==> src/rtl/demux_router_pkg.sv <==
// Shared definitions for the mux/demux family.
//   DEF_WIDTH / DEF_DEPTH / DEF_SELECT_LINE_DEPTH : default geometry
//   DROP_CNT_W                                    : width of the drop counter
//   slot_state_t                                  : per-channel holding register state
package mux_pkg;
  localparam int unsigned DEF_WIDTH             = 32;
  localparam int unsigned DEF_DEPTH             = 16;
  localparam int unsigned DEF_SELECT_LINE_DEPTH = 4;
  localparam int unsigned DROP_CNT_W            = 16;

  typedef enum logic {
    EMPTY = 1'b0,
    FULL  = 1'b1
  } slot_state_t;
endpackage

==> src/rtl/demux_router_if.sv <==
// Handshake bundle for demux_router.
//   in_valid/in_ready/in_data/s : single producer-side beat with destination index
//   out_valid/out_ready/out     : per-channel consumer-side handshake and payload
// slave modport is the router's view; master modport is the producer/consumer view.
interface demux_router_if #(
  parameter int unsigned WIDTH             = 32,
  parameter int unsigned DEPTH             = 16,
  parameter int unsigned SELECT_LINE_DEPTH = 4
);
  logic                         in_valid;
  logic                         in_ready;
  logic [WIDTH-1:0]             in_data;
  logic [SELECT_LINE_DEPTH-1:0] s;
  logic [DEPTH-1:0]             out_valid;
  logic [DEPTH-1:0]             out_ready;
  logic [WIDTH-1:0]             out [DEPTH];

  modport slave (
    input  in_valid, in_data, s, out_ready,
    output in_ready, out_valid, out
  );

  modport master (
    output in_valid, in_data, s, out_ready,
    input  in_ready, out_valid, out
  );
endinterface

==> src/rtl/demux_router_slot.sv <==
// One-entry holding register for a single output channel.
//   clk, rst : clock and synchronous active-high reset
//   load     : accept din this cycle (router has already checked space)
//   din      : payload to capture
//   ready    : consumer accepts the held beat
//   valid    : a beat is held (registered)
//   data     : held payload; retains last value after draining
module demux_slot
  import mux_pkg::*;
#(
  parameter int unsigned WIDTH = DEF_WIDTH
) (
  input  logic             clk,
  input  logic             rst,
  input  logic             load,
  input  logic [WIDTH-1:0] din,
  input  logic             ready,
  output logic             valid,
  output logic [WIDTH-1:0] data
);
  slot_state_t state_q;

  always_ff @(posedge clk) begin
    if (rst) begin
      state_q <= EMPTY;
      valid   <= 1'b0;
      data    <= '0;
    end else if (load) begin
      // Load wins over drain: a simultaneous drain+load keeps the slot FULL.
      state_q <= FULL;
      valid   <= 1'b1;
      data    <= din;
    end else if (state_q == FULL && ready) begin
      state_q <= EMPTY;
      valid   <= 1'b0;
    end
  end
endmodule

==> src/rtl/demux_router.sv <==
// Registered 1-to-DEPTH demultiplexer with valid/ready handshaking.
//   clk, rst : clock and synchronous active-high reset
//   bus      : demux_router_if slave view (input beat + per-channel outputs)
//   drop_cnt : saturating count of beats discarded for out-of-range s
module demux_router
  import mux_pkg::*;
#(
  parameter int unsigned WIDTH             = DEF_WIDTH,
  parameter int unsigned DEPTH             = DEF_DEPTH,
  parameter int unsigned SELECT_LINE_DEPTH = DEF_SELECT_LINE_DEPTH
) (
  input  logic                  clk,
  input  logic                  rst,
  demux_router_if.slave         bus,
  output logic [DROP_CNT_W-1:0] drop_cnt
);
  logic             in_range;
  logic             sel_valid;
  logic             sel_ready;
  logic             fire;
  logic [DEPTH-1:0] load;
  logic [DEPTH-1:0] slot_valid;
  logic [WIDTH-1:0] slot_data [DEPTH];

  assign in_range = 32'(bus.s) < DEPTH;

  // Explicit decode loop so an out-of-range s never indexes past DEPTH.
  always_comb begin
    sel_valid = 1'b0;
    sel_ready = 1'b0;
    for (int unsigned k = 0; k < DEPTH; k++) begin
      if (32'(bus.s) == k) begin
        sel_valid = slot_valid[k];
        sel_ready = bus.out_ready[k];
      end
    end
  end

  // Out-of-range beats are always accepted so they can be dropped.
  assign bus.in_ready = !rst && (!in_range || !sel_valid || sel_ready);
  assign fire         = bus.in_valid && bus.in_ready;

  always_comb begin
    load = '0;
    for (int unsigned k = 0; k < DEPTH; k++) begin
      if (fire && 32'(bus.s) == k) load[k] = 1'b1;
    end
  end

  for (genvar k = 0; k < int'(DEPTH); k++) begin : g_slot
    demux_slot #(.WIDTH(WIDTH)) u_slot (
      .clk   (clk),
      .rst   (rst),
      .load  (load[k]),
      .din   (bus.in_data),
      .ready (bus.out_ready[k]),
      .valid (slot_valid[k]),
      .data  (slot_data[k])
    );
  end

  assign bus.out_valid = slot_valid;
  assign bus.out       = slot_data;

  always_ff @(posedge clk) begin
    if (rst) begin
      drop_cnt <= '0;
    end else if (fire && !in_range && drop_cnt != '1) begin
      drop_cnt <= drop_cnt + 1'b1;
    end
  end
endmodule
==> src/flat_wrapper.sv <==
// flat-port wrapper written by rule: the top's interface ports become plain ports
module demux_router_flat import mux_pkg::*;
#(
  parameter int unsigned WIDTH             = DEF_WIDTH,
  parameter int unsigned DEPTH             = DEF_DEPTH,
  parameter int unsigned SELECT_LINE_DEPTH = DEF_SELECT_LINE_DEPTH
)
  (clk, rst, drop_cnt, bus_in_valid, bus_in_data, bus_s, bus_out_ready, bus_in_ready, bus_out_valid, bus_out);
  demux_router_if #(.WIDTH(WIDTH), .DEPTH(DEPTH), .SELECT_LINE_DEPTH(SELECT_LINE_DEPTH)) bus_i ();
  input  logic clk;
  input  logic rst;
  output logic [DROP_CNT_W-1:0] drop_cnt;
  input wire logic [$bits(bus_i.in_valid)-1:0] bus_in_valid;
  input wire logic [$bits(bus_i.in_data)-1:0] bus_in_data;
  input wire logic [$bits(bus_i.s)-1:0] bus_s;
  input wire logic [$bits(bus_i.out_ready)-1:0] bus_out_ready;
  output wire logic [$bits(bus_i.in_ready)-1:0] bus_in_ready;
  output wire logic [$bits(bus_i.out_valid)-1:0] bus_out_valid;
  output wire logic [$bits(bus_i.out)-1:0] bus_out;
  assign bus_i.in_valid = bus_in_valid;
  assign bus_i.in_data = bus_in_data;
  assign bus_i.s = bus_s;
  assign bus_i.out_ready = bus_out_ready;
  assign bus_in_ready = bus_i.in_ready;
  assign bus_out_valid = bus_i.out_valid;
  assign bus_out = {>>{bus_i.out}};
  demux_router #(.WIDTH(WIDTH), .DEPTH(DEPTH), .SELECT_LINE_DEPTH(SELECT_LINE_DEPTH)) u_core (.clk(clk), .rst(rst), .bus(bus_i), .drop_cnt(drop_cnt));
endmodule
==> config.mk <==
export PLATFORM = sky130hd
export DESIGN_NAME = demux_router_flat
export DESIGN_NICKNAME = d
export VERILOG_FILES = /design/src/rtl/demux_router_pkg.sv /design/src/rtl/demux_router_if.sv /design/src/rtl/demux_router_slot.sv /design/src/rtl/demux_router.sv /design/src/flat_wrapper.sv
export SDC_FILE = /design/constraint.sdc
export NUM_CORES = 1
export LEC_CHECK = 0
export CAP_MARGIN = 20
export CORE_AREA = 2 2 233 235
export CTS_CLUSTER_SIZE = 8
export DETAILED_ROUTE_END_ITERATION = 8
export DIE_AREA = 0 0 235 237
export PLACE_DENSITY = 0.75
export SYNTH_ARGS = -nofsm -noshare
export SYNTH_HDL_FRONTEND = slang
export SYNTH_HIERARCHICAL = 1
export SYNTH_SLANG_ARGS = --single-unit
==> constraint.sdc <==
create_clock -name clk -period 2.6 [get_ports clk]
set_input_delay 0.65 -clock clk [delete_from_list [all_inputs] [get_ports clk]]
set_output_delay 0.65 -clock clk [all_outputs]
set_load 0.05 [all_outputs]
* After elaboration in Yosys (flattened, before gate mapping)
Cells that the tools add are included.
Word-level totals: word-level logic and storage cells 181, bits of input ports 55, bits in registers 528
Cells by class: reduce and logical (&&, ||, !) cells 54, equality and inequality tests 15, muxes and demuxes 80
Operators by type and width (count):
- $mux W1 | 80
- $logic_and A1 B1 Y1 | 34
- $eq A4 B4 Y1 const B | 8
- $reduce_bool A2 Y1 | 16
- $eq A4 B3 Y1 const B | 4
- $eq A4 B2 Y1 const B | 2
- $eq A4 B1 Y1 const B | 1
- $logic_not A4 Y1 | 1
- $logic_not A1 Y1 | 2
- $logic_or A1 B1 Y1 | 1

* Logic depth before layout (Yosys ltp)
Gate-level depths: netlist of run 1.
depth in word-level cells 24, depth in mapped cells 11, mapped depth without buffers 7

* Hierarchy
Netlist of run 1, hierarchy kept.
Modules (own cells, without submodules):
- demux_slot | cells an instance 108, seq. area each 660.6 µm², area each 1204.9 µm², instances 16
- demux_router | cells an instance 112, seq. area each 0.0 µm², area each 792.0 µm², instances 1

* Worst setup path before layout of run 1
OpenSTA, ideal clock, no wires.
path type input to output, from input port bus_s[0], to output port bus_in_ready, arrival 2.140 ns, setup slack -0.190 ns, stages 6, data required time 1.950 ns, cells stage by stage buf_4 -> or3b_2 -> a21boi_1 -> a2111oi_4 -> o31ai_1 -> nand2_1
Between the ends: longest elaborated chain between the ends 20, elaborated cells on any way between the ends 51, those cells by class eq/ne (15); mux (32); reduce/logical (4)
Ends and longest elaborated chain:
- start: declaration | RTL line flat_wrapper.sv:15 | input wire logic [$bits(bus_i.s)-1:0] bus_s;
- $logic_not A4 Y1 | RTL line demux_router.sv:32 | if (32'(bus.s) == k) begin
- $mux W1 (16 in a row) | RTL line demux_router.sv:32
- $logic_not A1 Y1 | RTL line demux_router.sv:40 | assign bus.in_ready = !rst && (!in_range || !sel_valid || sel_ready);
- $logic_or A1 B1 Y1 * | RTL line demux_router.sv:40
- $logic_and A1 B1 Y1 * | RTL line demux_router.sv:40
- end: declaration | RTL line flat_wrapper.sv:17 | output wire logic [$bits(bus_i.in_ready)-1:0] bus_in_ready;
Every way passes the cells marked *; elsewhere a longest branch is shown, timed or not.

* Final worst setup path of run 1
from input port bus_out_ready[11], to output port bus_in_ready
Between the ends: longest elaborated chain between the ends 7
Ends and longest elaborated chain:
- start: declaration | RTL line flat_wrapper.sv:16 | input wire logic [$bits(bus_i.out_ready)-1:0] bus_out_ready;
- $mux W1 (5 in a row) | RTL line demux_router.sv:32
- $logic_or A1 B1 Y1 | RTL line demux_router.sv:40
- $logic_and A1 B1 Y1 | RTL line demux_router.sv:40
No other way between the ends.

==> results of run 1 <==
## cell usage in the layout, fill, tap and decap left out, types with 4 or more instances in the layout
| master | synthesis | routed |
|---|---|---|
| a21oi_1 | 21 | 17 |
| buf_12 | 48 | 34 |
| buf_4 | 19 | 86 |
| buf_6 | 18 | 24 |
| buf_8 | 0 | 4 |
| clkbuf_16 | 0 | 90 |
| clkdlybuf4s50_1 | 0 | 560 |
| conb_1 | 1 | 16 |
| dfxtp_1 | 528 | 520 |
| dfxtp_2 | 0 | 8 |
| dlygate4sd2_1 | 0 | 7 |
| inv_1 | 20 | 20 |
| mux2i_1 | 517 | 505 |
| mux2i_2 | 0 | 12 |
| nand2b_1 | 21 | 19 |
| nand3_1 | 6 | 6 |
| nor2_1 | 521 | 516 |
| nor2_4 | 0 | 5 |
| nor3_4 | 0 | 4 |
| nor4_4 | 0 | 4 |
## cell families (layout without fill, tap and decap cells)
logic type             count (synthesis)  count (layout)  synth area share
AOI/OAI and AO/OA                     42              42           0.01627
buffers and inverters                173             843           0.08366
DFF                                  528             528            0.5267
muxes                                518             518            0.2584
other                                  1              17         0.0001868
and+or+nand+nor                      578             578            0.1148
## registers in the layout (all words and copies together), names as in the netlist
register / count
u_core/g_slot.u_slot/data: 512
u_core/g_slot.u_slot/state_q: 16
## path summary, 6_finish.rpt
path / endpoint / startpoint / depth (start not counted)
setup / recovery: bus_in_ready / bus_out_ready[11] / 8
hold / removal: u_core/g_slot[4].u_slot/state_q / bus_out_ready[4] / 3
setup reg to reg: u_core/g_slot[1].u_slot/data[0] / u_core/g_slot[9].u_slot/state_q / 11
hold reg to reg: u_core/g_slot[10].u_slot/data[30] / u_core/g_slot[10].u_slot/data[30] / 2
## repair_timing
| action | 4_1_cts | 5_1_grt |
|---|---|---|
| gates resized for setup | 60 | 83 |
| cloned | 1 | 17 |
| buffers inserted | 16 | 17 |
| pin swaps | 12 | 16 |
| setup endpoints to repair | 464 | 269 |
## cells in the mapped netlist, types with 2 or more instances
| library cell | count | area, um2 |
|---|---|---|
| nor4_1 | 4 | 25.02 |
| a21oi_1 | 21 | 105.1 |
| o21ai_0 | 2 | 10.01 |
| nor3_1 | 7 | 35.03 |
| nor2b_1 | 4 | 25.02 |
| nand3b_1 | 3 | 22.52 |
| buf_6 | 18 | 202.7 |
| nor2_1 | 521 | 1956 |
| nand2b_1 | 21 | 131.4 |
| o21a_1 | 2 | 15.01 |
| o21bai_1 | 2 | 15.01 |
| buf_12 | 48 | 960.9 |
| dfxtp_1 | 528 | 10570 |
| inv_1 | 20 | 75.07 |
| buf_2 | 33 | 165.2 |
| buf_4 | 19 | 142.6 |
| clkbuf_1 | 34 | 127.6 |
| mux2i_1 | 517 | 5175 |
| nand3_1 | 6 | 30.03 |
| o32ai_1 | 2 | 17.52 |
| nand2_1 | 4 | 15.01 |
| nand4_1 | 2 | 12.51 |
## metal layers
| layer | GRT usage | up-vias | share of wire |
|---|---|---|---|
| met2 | 0.3877 | 709 | 0.48 |
| li1 | - | 7378 | - |
| met1 | 0.2708 | 7768 | 0.40 |
| met5 | 0 | - | 0.00032 |
| met3 | 0.06598 | 177 | 0.073 |
| met4 | 0.1097 | 4 | 0.039 |
## tightest hold or removal path, cell delays in order
cell	delay, ns
clkbuf_2	0.10
nand2b_1	0.11
a21oi_1	0.06
## through the flow
stage                     setup WS (ns)  instances  hold WS, ns  power, mW
after global routing            -0.2098       3221       0.3661      18.72
after CTS                       -0.1729       3190       0.4404      18.25
after detailed placement         -1.009       3087       0.4784      9.475
final                           -0.1609       3222       0.3897      18.16
after floorplan                -0.05787       1855       0.6999      8.963
after global placement          -0.8871       3087       0.4709      9.457
## report_power, final
| part | internal (mW) | switching (mW) |
|---|---|---|
| Combinational | 0.411 | 0.835 |
| Sequential | 8.16 | 0.0293 |
| Clock | 5.31 | 3.42 |
| Total | 13.9 | 4.28 |
## layout make-up
type / instances / area, um2 / area share
clock inverters: 5 / 62.56 / 0.002118
flip-flops and latches: 528 / 10580 / 0.3581
inverters: 20 / 75.07 / 0.002541
diodes: 1 / 2.502 / 0.00008470
multi-input cells: 1154 / 8269 / 0.2799
clock buffers: 82 / 1977 / 0.06692
repair buffers: 736 / 7706 / 0.2608
well taps: 696 / 870.8 / 0.02948
==> flow_summary.toml, run 1 <==
[run_status]
outcome = "finished, violations left"
violations = "negative setup slack"

[floorplan]
start_util = 0.3767
die_h_um = 237
fp-row-count = 85
die_area_um2 = 55700
die_w_um = 235
core-area_um2 = 53280
io_pins = 600

[finish]
fin_util = 0.5545
drive_gt1_frac = 0.1236
final_area_um2 = 29540
area_growth_pct = 47.20
fillers = 4421
nets = 2571

[critical_path]
worst_ep_arrival_time_ns = 2.11
crit_path_cell_trace = "clkdlybuf4s50_1 -> inv_1 -> a211o_1 -> a21oi_1 -> o21ai_1 -> buf_4 -> nand2_4 -> buf_12"
slowest_stage = "clkdlybuf4s50_1"
critPathRequiredTime_ns = 1.95
cp_num_buf_inv = 4
crit_path_start_kind = "primary input"
end_kind = "output pin"
cpPeakStageDelay_ns = 0.48
cp_max_fo = 2
cp_top_family = "buffers and inverters"
path_class = "primary input to output pin"
rrSetupSlack_ns = -0.11

[synth]
yosys_register_bits = 528
ys_types = 44
syn_area_um2 = 20070
synthCells = 1840
synth_flop_cell = "dfxtp_1"
synth_edf_count = 0
syn-mean-instance-area_um2 = 10.91
async_flop_share = 0
yosysWarnings = 6
seq_area_frac_synth = 0.5267

[cts]
hold_buffers = 0
clock_latency_ns = 0.59
cts-htree-levels = 3
cts_max_path_buffers = 3
cts_sinks = 528
clk_pin_slew_ns = 0.04
cts_buffers = 76
cts_tree = "yes"
cts-root-buf = "clkbuf_16"

[pwr]
irDropWorstVdd_v = 0.0005538
pwr_density_cell_nw_per_um2 = 614.8
power_leakage_nw = 10.23

[timing]
slew_headroom = 0.4021
finalSetupViolations = 105
clock.fmax_mhz = 362.2
min_period_over_period = 1.062
finalCriticalPeriod_ns = 2.761
tns_ns = -8.101
rsz0062_at_grt = "yes"
hold_violations = 0
worst_slew_pin_slew_ns = 0.8969
slew_violations = 0
fin_skew_ns = 0.01975
setup_slack_ns = -0.1609

[routing]
routed_wl_um = 71750
vias_per_cell = 4.977
ant_nets = 0
drcViolationCount = 0
drt-initial-drc-count = 985
vias = 16040
wire_per_inst_um = 22.27
first_pass_iters = 5

[global_route]
antenna_found_initial = 4
grt_usage = 0.2306
grt_start_max_net_pins = 175
grt_pass1_vias = 15870
grt_pass1_wl_um = 98410
grt_overflow = 0

[place]
hpwl_um = 45350
dpl_cell_area_um2 = 26490
globalplace.congestion = 0.8375
port_buffers = 583

[job]
max_cap_violations = 0

[min_path]
hold_class = "primary input to register"
Note: power is estimated with default switching activity, not from simulation.
==> inputs of run 2 (changes only) <==
PLACE_DENSITY = 0.69   (was 0.75)
==> run 2 against run 1 <==
Compared with the run above: largest cell class unchanged; non-clock buffer count is 5 higher; the run still ends with negative setup slack left; clock skew is 0.0034 ns lower; setup slack worse by 0.095 ns.
==> flow_summary.toml, run 2 (synthesis results as in run 1) <==
[run_status]
outcome = "finished, violations left"
violations = "negative setup slack"

[min_path]
min_to = "u_core/g_slot[15].u_slot/state_q"
hold_depth = 3
hold_class = "primary input to register"
worstHoldStart = "bus_out_ready[15]"

[cts]
cts-root-buf = "clkbuf_16"
hold_buffers = 0
clk_pin_slew_ns = 0.06
clock_latency_ns = 0.60
cts_sinks = 528
cts-htree-levels = 3
cts_max_path_buffers = 3
cts_tree = "yes"
cts_buffers = 76

[critical_path]
worst-path-stages = 9
reg2reg_to = "u_core/g_slot[0].u_slot/data[7]"
rrSetupSlack_ns = -0.08
crit_path_start_kind = "primary input"
r2r-start = "u_core/g_slot[9].u_slot/state_q"
critPathRequiredTime_ns = 1.95
path_class = "primary input to output pin"
cp_num_buf_inv = 4
crit_path_cell_trace = "buf_2 -> buf_6 -> or3b_4 -> a21boi_4 -> buf_4 -> a21oi_1 -> o21ai_2 -> nand2_4 -> buf_8"
worstRegToRegCells = 12
worst_ep_arrival_time_ns = 2.21
cpPeakStageDelay_ns = 0.41
end_kind = "output pin"
cp_max_fo = 10
slowest_stage = "or3b_4"
cp_top_family = "buffers and inverters"

[routing]
drt-initial-drc-count = 918
routed_wl_um = 72300
first_pass_iters = 5
wire_per_inst_um = 22.41
vias_per_cell = 4.908
vias = 15840
ant_nets = 0
drcViolationCount = 0

[timing]
finalCriticalPeriod_ns = 2.856
fin_skew_ns = 0.01635
rsz0062_at_grt = "yes"
clock.fmax_mhz = 350.2
tns_ns = -3.329
slew_violations = 0
setup_slack_ns = -0.2556
hold_violations = 0
slew_headroom = 0.2671
worst_slew_pin_slew_ns = 1.099
min_period_over_period = 1.098
finalSetupViolations = 62

[global_route]
antenna_found_initial = 3
grt_start_max_net_pins = 197
grt_usage = 0.2368
grt_overflow = 0
grt_pass1_wl_um = 99970
grt_pass1_vias = 15400

[floorplan]
die_area_um2 = 55700
io_pins = 600
fp-row-count = 85
die_w_um = 235
core-area_um2 = 53280
die_h_um = 237
start_util = 0.3767

[finish]
reg_top3 = "u_core/g_slot.u_slot/data x512, u_core/g_slot.u_slot/state_q x16"
largest_reg_flops = 512
top_register = "u_core/g_slot.u_slot/data"
layout_commonest_cell = "clkdlybuf4s50_1"
final_area_um2 = 29530
final_cell_mix = "clkdlybuf4s50_1, dfxtp_1, nor2_1"
drive_gt1_frac = 0.1194
nets = 2576
area_growth_pct = 47.15

[pwr]
sequentialPowerShare = 0.448
pwr-share-comb = 0.067
pwr_density_cell_nw_per_um2 = 619.4
p_switching_mw = 4.281
netSwitchingFraction = 0.2340
irDropWorstVdd_v = 0.0004180
p_clk_frac = 0.485
power_leakage_nw = 10.28
p_int_mw = 14.01

[place]
dpl_cell_area_um2 = 26440
port_buffers = 583
hpwl_um = 45300
globalplace.congestion = 0.8597

[job]
max_cap_violations = 0
run 2: changes by cell type in the layout (fill, tap and decap cells not counted), moves of 6 or more:
cell     change
mux2i_2      -9
dfxtp_2      -6
dfxtp_1      +6
buf_6        -6
buf_4       +10
mux2i_1      +7
run 2: power groups by stage:
stage / logic [mW] / clock network, mW / registers, mW
final: 1.23 / 8.87 / 8.19
after global routing: 1.28 / 9.43 / 8.19
after CTS: 1.18 / 9.07 / 8.19
after detailed placement: 1.13 / 0 / 8.35
after global placement: 1.12 / 0 / 8.35
after floorplan: 0.437 / 0 / 8.53
run 2: worst register-to-register path: stages (launching register included):
cell       delay, ns
dfxtp_2         0.31
nor2b_4         0.13
o21a_1          0.22
o32ai_2         0.30
buf_4           0.19
buf_6           0.11
o311ai_4        0.12
buf_4           0.18
nor4b_4         0.30
buf_6           0.22
clkbuf_16       0.19
mux2i_1         0.20
nor2_1          0.06
run 2: what timing repair did:
action | 4_1_cts | 5_1_grt
pin swaps | 14 | 21
endpoints found under the setup margin | 524 | 330
buffers inserted | 19 | 17
resized for setup | 77 | 52
gates cloned | 9 | 11
run 2: worst max-delay path by stage:
stage | end | from
after floorplan | u_core/g_slot[0].u_slot/data[10] | bus_s[2]
after global placement | bus_in_ready | bus_s[0]
after detailed placement | u_core/g_slot[7].u_slot/data[26] | bus_s[0]
after CTS | bus_in_ready | u_core/g_slot[9].u_slot/state_q
after global routing | bus_in_ready | bus_out_ready[11]
final | bus_in_ready | bus_s[0]
run 2: cell type report:
| class | count | area, um2 |
|---|---|---|
| Timing Repair Buffer | 741 | 7702 |
| Fill cell | 4440 | 23750 |
| Clock buffer | 83 | 2033 |
| Inverter | 20 | 75.07 |
| Multi-Input combinational cell | 1154 | 8223 |
| Tap cell | 696 | 870.8 |
| Sequential cell | 528 | 10570 |
| Antenna cell | 1 | 2.502 |
| Clock inverter | 4 | 53.80 |
run 2: per-layer routing:
layer / track usage / routed length [um] / share of wire / vias to the layer above
li1: - / - / - / 7399
met1: 0.2771 / 29630 / 0.41 / 7706
met2: 0.4029 / 35340 / 0.49 / 605
met3: 0.07076 / 5030 / 0.070 / 125
met4: 0.09935 / 2284 / 0.032 / 2
met5: 0 / 13 / 0.00018 / -
run 2: stage by stage:
stage,total power [mW],hold slack [ns],util,setup slack (ns),std cells
6_report,18.29,0.3600,0.5543,-0.2556,3227
3_5_place_dp,9.479,0.4778,0.4962,-1.005,3090
2_1_floorplan,8.963,0.6999,-,-0.05787,1855
4_1_cts,18.44,0.4005,0.5459,-0.3190,3205
3_3_place_gp,9.465,0.4710,0.4962,-0.9049,3090
5_1_grt,18.89,0.3714,0.5543,-0.3970,3227
==> RTL edit 1, RTL diff (settings of run 2) <==
Change the package constant `DEF_WIDTH` from 32 to 28.
--- a/src/rtl/demux_router_pkg.sv
+++ b/src/rtl/demux_router_pkg.sv
@@ -3,7 +3,7 @@
 //   DROP_CNT_W                                    : width of the drop counter
 //   slot_state_t                                  : per-channel holding register state
 package mux_pkg;
-  localparam int unsigned DEF_WIDTH             = 32;
+  localparam int unsigned DEF_WIDTH             = 28;
   localparam int unsigned DEF_DEPTH             = 16;
   localparam int unsigned DEF_SELECT_LINE_DEPTH = 4;
   localparam int unsigned DROP_CNT_W            = 16;
Interface: changed (resized bus_in_data and bus_out); port bits go from 600 to 532. No check against the original RTL was run, so the function may have changed too.
==> RTL edit 1 against run 2 <==
The run still ends with negative setup slack left. Fmax increased by 1.3%. Sequential cell count decreased by 64. Setup slack improved by 0.037 ns. Register-to-register slack got worse by 0.06 ns. Clock power decreased by 12%. Synthesized area decreased by 14%. Synthesized cell count decreased by 12%. Combinational power decreased by 7%. Final area decreased by 9.6%. Power decreased by 12%. Wire length decreased by 9.9%. Utilization decreased by 5.3 points. Largest cell class unchanged. Largest power group unchanged.
==> RTL edit 1: results (changes against run 2) <==
metric	value	unit	change
cts_buffers	68		was 76
rrSetupSlack	-0.14	ns	was -0.08 ns
wire_per_inst	21.9	um	was 22.4 um
setup_viol	126		was 62
peakVddDrop	0.464	mV	was 0.418 mV
min_path_cells	2		was 3
min_from	rst		was bus_out_ready[15]
synthMuxAreaShare	0.262		was 0.258
antenna_found_initial	3		unchanged
root_buffer	clkbuf_16		unchanged
num-nets-final	2311		was 2576
clk_latency	0.59	ns	
status	finished, violations left		unchanged
synth_compound_area_frac	0.0188		was 0.0163
tns	-7.23	ns	was -3.33 ns
holdWs	0.310	ns	was 0.360 ns
top_regs	u_core/g_slot.u_slot/data (448), u_core/g_slot.u_slot/state_q (16)		was u_core/g_slot.u_slot/data (512), u_core/g_slot.u_slot/state_q (16)
r2r-end	u_core/g_slot[5].u_slot/data[23]		was u_core/g_slot[0].u_slot/data[7]
ys_seq_area_frac	0.536		was 0.527
cts_buffer_depth	3		unchanged
synthXorXnorAreaFrac	0		unchanged
grt_usage	0.220		was 0.237
drtIter0Drc	782		was 918
synth_cell_types	45		was 44
yosys-top-cells-area	dfxtp_1 54%, mux2i_1 26%, nor2_1 9.9%		was dfxtp_1 53%, mux2i_1 26%, nor2_1 9.7%
avgSynthCellArea	10.7	um2	was 10.9 um2
grt_first_pass_wirelength	92.3	mm	was 100 mm
synth_common_cells	464 x dfxtp_1, 457 x nor2_1, 453 x mux2i_1		was 528 x dfxtp_1, 521 x nor2_1, 517 x mux2i_1
drive_above_1_share	0.139		was 0.119
htree_levels	3		unchanged
path_max_fanout	7		was 10
r2r-start	u_core/g_slot[14].u_slot/state_q		was u_core/g_slot[9].u_slot/state_q
wl	65.1	mm	was 72.3 mm
fillCellCount	4729		was 4440
first_pass_iters	5		unchanged
grt_max_degree	200		was 197
reg2reg_depth	14		was 12
cts.clk_slew.worst_paths	0.05	ns	
yosys_warnings	6		unchanged
violations	negative setup slack		unchanged
synth-adder-area-share	0		unchanged
critPathArrivalTime	2.17	ns	was 2.21 ns
place_congestion	0.810		was 0.860
dp_cells	2824		was 3090
dp.final_hpwl	40.1	mm	was 45.3 mm
port_buffers	515		was 583
worstHoldEndpoint	u_core/g_slot[13].u_slot/state_q		was u_core/g_slot[15].u_slot/state_q
worst_clock_skew	0.0181	ns	was 0.0164 ns
leakagePower	0.00927	uW	was 0.0103 uW
fin_ws	-0.218	ns	was -0.256 ns
tightest_slew	1.09	ns	was 1.10 ns
routed_via_density	4.71		was 4.91
worstHoldPathType	input pin to flop		unchanged
ys_async_sr_fraction	0		unchanged
grt_pass1_vias	14100		was 15400
RTL edit 1: critical path, cell delays in order:
cell,delay (ns)
buf_12,0.11
buf_12,0.13
or3b_4,0.40
a21boi_4,0.19
buf_6,0.12
a2111oi_4,0.07
buf_4,0.16
o31ai_4,0.06
nand2_2,0.10
buf_12,0.16
RTL edit 1: cells by family after synthesis:
logic type / count (synthesis)
AND/OR/NAND/NOR: 514
flip-flops: 464
multiplexers: 454
buffers and inverters: 141
AO/OA/AOI/OAI: 42
other: 1
RTL edit 1: power by group:
group	internal, uW	switching (uW)
clock	4780	3030
sequential	7180	25.5
combinational	403	752
total	12400	3810
RTL edit 1: area by class of cell:
type | instances | area share
Timing Repair Buffer | 680 | 0.273
Clock inverter | 6 | 0.00211
Clock buffer | 74 | 0.0665
Inverter | 20 | 0.00281
Antenna cell | 3 | 0.000281
Multi-Input combinational cell | 1026 | 0.275
Sequential cell | 464 | 0.348
Tap cell | 696 | 0.0326
RTL edit 1: worst max path at each step:
stage | start | end | slack, ns
6_report | bus_s[0] | bus_in_ready | -0.22
5_1_grt | u_core/g_slot[14].u_slot/state_q | bus_in_ready | -0.30
4_1_cts | bus_s[0] | bus_in_ready | -0.20
3_5_place_dp | bus_s[0] | u_core/g_slot[6].u_slot/data[7] | -1.02
3_3_place_gp | bus_s[0] | u_core/g_slot[6].u_slot/data[4] | -0.95
2_1_floorplan | bus_s[2] | u_core/g_slot[0].u_slot/data[16] | -0.13
RTL edit 1: routing by layer:
metal	vias to the layer above	track usage	wire length (um)
met5	-	0	13
met4	2	0.0972	2300
met3	127	0.0743	5290
met2	562	0.360	30400
met1	6699	0.263	27100
li1	6607	-	-
RTL edit 1: what timing repair did:
item / CTS / global route
hold endpoints to repair: 0 / 0
setup buffers: 33 / 13
setup endpoints to repair: 460 / 210
pin swaps: 18 / 5
cloned: 17 / 9
resized for setup: 114 / 37
RTL edit 1: per-stage QoR:
| step | instance area (um2) | setup slack, ns | total power [uW] |
|---|---|---|---|
| 2_1_floorplan | 17400 | -0.133 | 7880 |
| 3_5_place_dp | 23500 | -1.02 | 8380 |
| 6_report | 26700 | -0.218 | 16200 |
| 4_1_cts | 26500 | -0.200 | 16300 |
| 5_1_grt | 26700 | -0.295 | 16700 |
| 3_3_place_gp | 23500 | -0.948 | 8370 |
==> RTL edit 2, RTL diff (flow settings as in run 2) <==
Without the edit above. Make the reset (`rst`) asynchronous in 2 clocked blocks. Comments in the files are not updated.
--- a/src/rtl/demux_router_slot.sv
+++ b/src/rtl/demux_router_slot.sv
@@ -20,7 +20,7 @@
 );
   slot_state_t state_q;
 
-  always_ff @(posedge clk) begin
+  always_ff @(posedge clk or posedge rst) begin
     if (rst) begin
       state_q <= EMPTY;
       valid   <= 1'b0;
--- a/src/rtl/demux_router.sv
+++ b/src/rtl/demux_router.sv
@@ -62,7 +62,7 @@
   assign bus.out_valid = slot_valid;
   assign bus.out       = slot_data;
 
-  always_ff @(posedge clk) begin
+  always_ff @(posedge clk or posedge rst) begin
     if (rst) begin
       drop_cnt <= '0;
     end else if (fire && !in_range && drop_cnt != '1) begin
Function: changed (Yosys sat finds a counterexample within 4 cycles, from zero or initial values and one cycle with rst high; the reset may be asserted at any time).
==> RTL edit 2 against run 2 <==
The run still ends with negative setup slack left. Critical path type is now flop to flop. Setup slack better by 0.082 ns. Highest routed layer unchanged. Worst hold slack better by 0.011 ns. Wire length is 15% higher. Die area stayed put. Sequential share of layout area is 3.8 points higher. Critical endpoint is now u_core/g_slot[0].u_slot/data[15]. Synthesized area is 14% higher. Utilization is 7.2 points higher. Global-route usage is 4.0 points higher. Sequential cell count stayed put. Final area is 13% higher.
Power is not compared: it rests on default switching activity, and its combinational part moved more than twofold at a synthesized area within 25%.
==> RTL edit 2: results (changes against run 2) <==
metric	value	unit	change
synth_common_cells	528 x dfrtp_1, 464 x mux2_4, 49 x mux2_2		was 528 x dfxtp_1, 521 x nor2_1, 517 x mux2i_1
htree_levels	3		unchanged
dp_cells	2597		was 3090
num-nets-final	2106		was 2576
antenna_found_initial	3		unchanged
peakVddDrop	0.513	mV	
first_pass_iters	5		unchanged
violations	negative setup slack		unchanged
critPathArrivalTime	3.26	ns	was 2.21 ns
yosys_warnings	6		unchanged
grt_first_pass_wirelength	112	mm	was 100 mm
clk_latency	0.61	ns	
path_max_fanout	5		was 10
met1_length	35.7	mm	was 29.6 mm
place_ws	-1.02	ns	was -1.00 ns
status	finished, violations left		unchanged
root_buffer	clkbuf_16		unchanged
cts_buffer_depth	3		unchanged
tns	-11.67	ns	was -3.33 ns
drtIter0Drc	801		was 918
vias	14300		was 15800
max_slew_margin	0.513		was 0.267
fin_cells	2757		was 3227
dp.final_hpwl	53.2	mm	was 45.3 mm
crit_path_top_delay_cell	a2111oi_4		was or3b_4
drive_above_1_share	0.418		was 0.119
final_max_slew_viol_count	0		unchanged
ys_async_sr_fraction	1.00		was 0
leakagePower	0.0154	uW	
grt_pass1_vias	15000		was 15400
min_path_cells	3		unchanged
top_regs	u_core/g_slot.u_slot/data (512), u_core/g_slot.u_slot/valid (16)		was u_core/g_slot.u_slot/data (512), u_core/g_slot.u_slot/state_q (16)
yosys-top-cells-area	dfrtp_1 58%, mux2_4 30%, buf_12 4.2%		was dfxtp_1 53%, mux2i_1 26%, nor2_1 9.7%
grt_usage	0.277		was 0.237
worstHoldPathType	input pin to flop		unchanged
cp_top_family	buffers and inverters		unchanged
grt_max_degree	34		was 197
synth_cell_types	46		was 44
setup_viol	199		was 62
cts.clk_slew.worst_paths	0.05	ns	
wire_per_inst	30.1	um	was 22.4 um
place_area	29900	um2	was 26400 um2
reg2reg_depth	10		was 12
avgSynthCellArea	18.1	um2	was 10.9 um2
ys_seq_area_frac	0.577		was 0.527
port_buffers	583		unchanged
slowest_delay	0.40	ns	
wl_met2	38.4	mm	was 35.3 mm
wl_met3	5.80	mm	was 5.03 mm
worst_clock_skew	0.0215	ns	was 0.0164 ns
highest_layer	met5		unchanged
cts_buffers	76		unchanged
fin_ws	-0.173	ns	was -0.256 ns
switchingPower	12000	uW	
place_congestion	0.862		was 0.860
fillCellCount	3896		was 4440
syn2layout_area_growth	45.7	%	was 47.1%
==> RTL edit 2: cell count changes in the layout (fill, tap and decap cells not counted), sizes merged, moves of 7 or more <==
cell | before | now
buf | 155 | 194
inv | 20 | 37
dfrtp | 0 | 528
dfxtp | 528 | 0
a21oi | 21 | 5
nor2 | 521 | 9
mux2 | 1 | 513
mux2i | 517 | 5
nand2b | 21 | 5
a21o | 0 | 16
dlygate4sd2 | 5 | 12
==> RTL edit 2: path summary, 6_finish.rpt <==
check	start	end	slack, ns
worst max register to register	u_core/g_slot[14].u_slot/valid	u_core/g_slot[0].u_slot/data[15]	-0.17
worst max-delay path	u_core/g_slot[14].u_slot/valid	u_core/g_slot[0].u_slot/data[15]	-0.17
worst min register to register	u_core/g_slot[11].u_slot/data[26]	u_core/g_slot[11].u_slot/data[26]	0.51
min in group asynchronous	rst	u_core/g_slot[11].u_slot/valid	0.71
worst min-delay path	bus_out_ready[4]	u_core/g_slot[4].u_slot/valid	0.37
max in group asynchronous	rst	u_core/g_slot[3].u_slot/data[27]	1.22
==> RTL edit 2: worst reg2reg max path, stage by stage (launching register included) <==
cell	delay, ns
dfrtp_1	0.38
or3b_4	0.25
a21boi_4	0.07
a2111oi_4	0.40
buf_4	0.20
o311ai_4	0.15
buf_4	0.19
nor4b_4	0.34
buf_6	0.20
clkbuf_16	0.18
mux2_4	0.31
==> RTL edit 2: layout make-up <==
class | count | area share
sequential | 528 | 0.396
multi-input combinational | 626 | 0.259
timing repair buffer | 783 | 0.252
clock buffer | 81 | 0.0592
tap | 696 | 0.0261
inverter | 36 | 0.00405
clock inverter | 5 | 0.00263
antenna | 2 | 0.000150
==> RTL edit 2: kinds of logic (layout without fill, tap and decap cells) <==
logic type | count (synthesis) | after routing | share of synthesized area
flops | 528 | 528 | 0.577
mux | 518 | 518 | 0.331
buf+inv | 125 | 905 | 0.0637
simple gates | 50 | 50 | 0.0124
compound gates | 42 | 42 | 0.0160
other cells | 1 | 18 | 0.000164
==> RTL edit 2: repair_timing <==
| item | 4_1_cts | 5_1_grt |
|---|---|---|
| gates cloned | 7 | 25 |
| hold buffers | 0 | 0 |
| setup endpoints to repair | 521 | 240 |
| pin swaps | 13 | 7 |
| buffers inserted | 26 | 16 |
| gates resized for setup | 96 | 62 |
==> RTL edit 2: per-layer routing <==
| layer | track usage | vias up |
|---|---|---|
| met5 | 0 | - |
| met4 | 0.102 | 4 |
| met3 | 0.0828 | 144 |
| met2 | 0.438 | 637 |
| met1 | 0.362 | 7609 |
| li1 | - | 5941 |
==> RTL edit 2: power by group through the flow <==
stage	registers, uW	logic (uW)	clock network [uW]
floorplan	15900	2400	0
global placement	10700	11900	0
detailed placement	10800	12000	0
CTS	10700	12100	9060
global route	10900	12400	9420
finish	10700	12100	8930
